File: src/rtl/usb_rx_unstuff.sv
// usb_rx_unstuff: USB receive front stage. Decodes the NRZI line, removes the
// zero stuffed after six consecutive ones, flags stuffing violations and feeds
// the CRC16 checker with a data bit plus a bs_sending qualifier.
module usb_rx_unstuff #(
  parameter logic K_LEVEL = 1'b0,
  parameter int   CNT_W   = 12
) (
  input  logic             clock,
  input  logic             reset,
  input  logic             in_valid,
  input  logic             line_bit,
  output logic             out_bit,
  output logic             bs_sending,
  output logic             stuff_err,
  output logic             pkt_done,
  output logic [CNT_W-1:0] bit_count
);

  typedef enum logic [1:0] {
    IDLE,
    RUN,
    ERROR
  } state_t;

  localparam logic [CNT_W-1:0] CNT_MAX   = '1;
  localparam logic [2:0]       STUFF_RUN = 3'd6;

  state_t           state, state_next;
  logic             prev_line, prev_line_next;
  logic [2:0]       run, run_next;
  logic             out_bit_next;
  logic             bs_sending_next;
  logic             stuff_err_next;
  logic             pkt_done_next;
  logic [CNT_W-1:0] bit_count_next;

  // The first body bit is decoded against the K level of the final SYNC bit,
  // and the SYNC KK pair already counts as one 1 toward the stuffing run.
  logic             ref_line;
  logic [2:0]       run_cur;
  logic [CNT_W-1:0] count_base;
  logic             dec;

  // Next-state and next-output logic for the decode / unstuff machine.
  always_comb begin
    state_next      = state;
    prev_line_next  = prev_line;
    run_next        = run;
    out_bit_next    = out_bit;
    bs_sending_next = 1'b0;
    stuff_err_next  = 1'b0;
    pkt_done_next   = 1'b0;
    bit_count_next  = bit_count;

    ref_line   = (state == IDLE) ? K_LEVEL : prev_line;
    run_cur    = (state == IDLE) ? 3'd1 : run;
    count_base = (state == IDLE) ? '0 : bit_count;
    dec        = (line_bit == ref_line);

    if (in_valid) begin
      prev_line_next = line_bit;
    end

    case (state)
      IDLE, RUN: begin
        if (in_valid) begin
          state_next     = RUN;
          bit_count_next = count_base;
          if (run_cur == STUFF_RUN) begin
            if (!dec) begin
              run_next = 3'd0;
            end else begin
              stuff_err_next = 1'b1;
              state_next     = ERROR;
            end
          end else begin
            out_bit_next    = dec;
            bs_sending_next = 1'b1;
            bit_count_next  = (count_base == CNT_MAX) ? count_base : count_base + 1'b1;
            run_next        = dec ? run_cur + 3'd1 : 3'd0;
          end
        end else if (state == RUN) begin
          pkt_done_next = 1'b1;
          state_next    = IDLE;
        end
      end
      ERROR: begin
        if (!in_valid) begin
          state_next = IDLE;
        end
      end
      default: begin
        state_next = IDLE;
      end
    endcase
  end

  // State and registered outputs, cleared by synchronous reset.
  always_ff @(posedge clock) begin
    if (reset) begin
      state      <= IDLE;
      prev_line  <= K_LEVEL;
      run        <= 3'd0;
      out_bit    <= 1'b0;
      bs_sending <= 1'b0;
      stuff_err  <= 1'b0;
      pkt_done   <= 1'b0;
      bit_count  <= '0;
    end else begin
      state      <= state_next;
      prev_line  <= prev_line_next;
      run        <= run_next;
      out_bit    <= out_bit_next;
      bs_sending <= bs_sending_next;
      stuff_err  <= stuff_err_next;
      pkt_done   <= pkt_done_next;
      bit_count  <= bit_count_next;
    end
  end

endmodule

File: config.mk
export PLATFORM = sky130hd
export DESIGN_NAME = usb_rx_unstuff
export DESIGN_NICKNAME = d
export VERILOG_FILES = /design/src/rtl/usb_rx_unstuff.sv
export SDC_FILE = /design/constraint.sdc
export NUM_CORES = 1
export LEC_CHECK = 0
export CELL_PAD_IN_SITES_DETAIL_PLACEMENT = 1
export CELL_PAD_IN_SITES_GLOBAL_PLACEMENT = 2
export CORE_MARGIN = 3
export CORE_UTILIZATION = 31
export DETAILED_ROUTE_END_ITERATION = 16
export PLACE_DENSITY = 0.86
export SETUP_SLACK_MARGIN = 0.4
export SLEW_MARGIN = 0
export SYNTH_ARGS = -nofsm -noshare
export SYNTH_HDL_FRONTEND = slang
export SYNTH_SLANG_ARGS = --single-unit
export TNS_END_PERCENT = 20
File: constraint.sdc
create_clock -name clock -period 2.6 [get_ports clock]
set_input_delay 0.26 -clock clock [delete_from_list [all_inputs] [get_ports clock]]
set_output_delay 0.26 -clock clock [all_outputs]
set_load 0.005 [all_outputs]
==> metrics.md <==
| Metric | Value |
|---|---|
| Clock Root Buffer | `clkbuf_8` |
| Post-synth EDFFs | `0` |
| P_sw | `0.000155 W` |
| Int Pwr | `0.000481 W` |
| Vias in the first global route | `1134` |
| Max VDD drop | `0.000196 V` |
| H-tree depth | `1` |
| CP Launch Point | `state[0]` |
| Die W | `68.2 um` |
| Slew Limit Fails | `0` |
| Post-Synthesis Cell Area | `1200 um2` |
| Final count of negative-setup-slack endpoints | `0` |
| Worst Path Max Fanout | `6` |
| Setup CP Type | `flop to flop` |
| Routed wire length | `3190 um` |
| Via Count | `1054` |
| Post-CTS setup buffers | `0` |
| CP max-delay cell | `dfxtp_1` |
| Wire per inst | `15.7 um` |
| Post-synthesis async set-or-reset flop share | `0` |
| Element type at the critical path end | `flop` |
| Area share of the largest cell type after synthesis | `0.367` |
| Clock Latency Late Sink | `0.27 ns` |
| Post-Syn Instances | `135` |
| Worst-Margin Slew | `0.859 ns` |
| Starting density of the core | `0.341` |
| Clock tree sinks | `22` |
| Total gr overflow | `0` |
| Worst Setup EP | `bit_count[8]` |
| Nets | `166` |
| WP buf/inv | `0` |
| Switching Share | `0.243` |
| Period Utilization, post-route | `0.819` |
| CP max stage delay | `0.32 ns` |
| Max Fclk | `0.470 GHz` |
| Power share of the sequential group | `0.553` |
| Unique masters post-synth | `50` |
| Hold Buf Count CTS | `0` |
| Max clock buf depth | `2` |
| Leakage | `0.567 nW` |
| N_diodes | `0` |
| Startpoint types | `flop` |
| Crit path time final | `2.13 ns` |
| Die span in y | `68.2 um` |
| Post-DP Area | `1450 um2` |
| R2R depth | `8` |
| Part of the power in the clock network | `0.331` |
| Syn Area/Cell | `8.89 um2` |
| RSZ-0062 raised after global routing | `yes` |
| CP Data Required Time | `2.72 ns` |
| Overall routing resource usage | `0.163` |
| Clock transition at path regs | `0.08 ns` |
| Area Overhead vs Synth | `27.5%` |
| Synthesis warning total | `0` |
| DRC errors left | `0` |
| PwrDens | `416 nW/um2` |
| Routed Antenna Nets | `0` |
| Largest net degree at the start of global routing | `23` |
| Core box area | `3520 um2` |
| Synth Flop Type | `dfxtp_1` |
| Worst Clk Skew | `0.00474 ns` |
| Maxcap violations | `0` |
| 1st-pass router iterations | `4` |
| Worst r2r src | `state[0]` |
| Number of synthesized register bits | `22` |
| Final Cell Area | `1530 um2` |
| TritonCTS buffer count | `3` |
| Routed vias/inst | `5.19` |
| Reg2Reg Capture Point | `bit_count[8]` |
| Die Area | `4650 um2` |
| Number of hold violations in the final report | `0` |
| Dominant cell type by area after synthesis | `dfxtp_1` |
| RD Place Congestion | `0.854` |
| Initial DRC Count | `55` |
| Top Ports | `20` |
| I/O Buffers | `19` |
| Register area share after synthesis | `0.367` |
| Setup TNS | `0 ns` |
| Worst path cell trace | `or2_4 > and2_1 > ha_1 > and2_2 > a21o_4 > nor4_2 > xor2_1 > nor2_1` |
| CTS tree | `done` |
| Reg2Reg Setup Slack | `0.47 ns` |
| Initial antenna violation count | `0` |
| CP Data Arrival Time | `2.25 ns` |
| Outcome | `completed` |
| Mapped Nets | `142` |
| Rel. slew slack | `0.425` |
| First-pass GRT wire length | `5650 um` |
| Critical path depth | `8` |
| Fraction of layout cells with a size suffix above 1 | `0.166` |
| Crit-path leading delay family | `simple AND/OR/NAND/NOR gates` |
| Area contributors post-synth | `dfxtp_1, nor2_1, nand2_1, and2_1, ha_1` |
| Detailed Place HPWL | `2360 um` |
| Hold Path Class | `flop to flop` |
| Row Count | `21` |
| Logic pwr share | `0.116` |
==> final cells by class <==
| type | instances | area, um2 |
|---|---|---|
| inverter | 1 | 3.75 |
| clock buffer | 3 | 41.3 |
| sequential | 22 | 440 |
| timing repair buffer | 24 | 228 |
| fill | 429 | 1990 |
| multi-input combinational | 107 | 759 |
| tap | 46 | 57.6 |
==> timing repair <==
| action | in CTS | in global routing |
|---|---|---|
| endpoints found under the setup margin | 4 | 11 |
| pin swaps | 0 | 2 |
| resized for setup | 1 | 8 |
==> cell usage in the layout, fill, tap and decap left out, types with 3 or more instances in the layout <==
master	synthesis	layout
o21ai_0	3	3
and2_1	7	6
nand3_1	4	4
a21oi_1	5	5
xnor2_1	4	4
clkbuf_8	0	3
clkdlybuf4s50_1	0	19
o211ai_1	3	3
buf_4	1	5
a22oi_1	3	3
dfxtp_1	22	22
ha_1	3	3
nor2_1	19	18
xor2_1	4	4
nand2_1	13	13
==> sequential cells by signal, indices dropped and copies added (netlist names) <==
| name | flops |
|---|---|
| state | 2 |
| run | 3 |
| stuff_err | 1 |
| prev_line | 1 |
| bit_count | 12 |
| pkt_done | 1 |
| out_bit | 1 |
| bs_sending | 1 |
==> tightest hold or removal path, delay by kind of cell (launching register included) <==
kind | cells | cell delay (ns)
flops | 1 | 0.34
simple gates | 1 | 0.07
compound gates | 1 | 0.06
==> per-stage QoR <==
| step | util | std cells | hold slack [ns] | worst slack, ns | total power (W) |
|---|---|---|---|---|---|
| floorplan | - | 135 | 0.332 | 0.400 | 0.000397 |
| global placement | 0.413 | 200 | 0.485 | 0.421 | 0.000427 |
| detailed placement | 0.413 | 200 | 0.482 | 0.351 | 0.000429 |
| CTS | 0.427 | 203 | 0.511 | 0.340 | 0.000645 |
| global route | 0.435 | 203 | 0.542 | 0.311 | 0.000671 |
| finish | 0.435 | 203 | 0.503 | 0.471 | 0.000636 |
==> routing by layer <==
layer / up-vias / share of wire / global-route usage
met2: 15 / 0.50 / 0.280
met3: 4 / 0.030 / 0.0427
met4: 0 / 0.0097 / 0.0447
met1: 503 / 0.46 / 0.198
li1: 532 / - / -
met5: - / 0 / 0
==> synth_stat cells, types with 3 or more instances <==
cell type and count:
nand3_1 4, a21oi_1 5, a22oi_1 3, nand2_1 13
nor2_1 19, o21ai_0 3, and2_1 7, xor2_1 4
ha_1 3, dfxtp_1 22, xnor2_1 4, a21o_1 3
o211ai_1 3
==> power by group through the flow <==
| stage | clock network (W) | registers (W) | logic [W] |
|---|---|---|---|
| global route | 0.000236 | 0.000353 | 0.0000825 |
| global placement | 0 | 0.000359 | 0.0000686 |
| finish | 0.000211 | 0.000351 | 0.0000738 |
| detailed placement | 0 | 0.000359 | 0.0000701 |
| CTS | 0.000223 | 0.000351 | 0.0000713 |
| floorplan | 0 | 0.000358 | 0.0000386 |
==> logic make-up after synthesis <==
group           synth area share
compound gates             0.202
xor+xnor                  0.0584
fa+ha+maj                 0.0313
buf+inv                   0.0292
flops                      0.367
mux                       0.0177
simple gates               0.294
==> how the worst min path moves through the flow <==
stage | startpoint | endpoint | cells past startpoint
3_5_place_dp | out_bit | out_bit | 2
3_3_place_gp | run[0] | run[0] | 2
2_1_floorplan | reset | bit_count[6] | 1
5_1_grt | run[1] | run[1] | 2
6_report | out_bit | out_bit | 2
4_1_cts | run[0] | run[0] | 2
(Power assumes the default switching activity.)
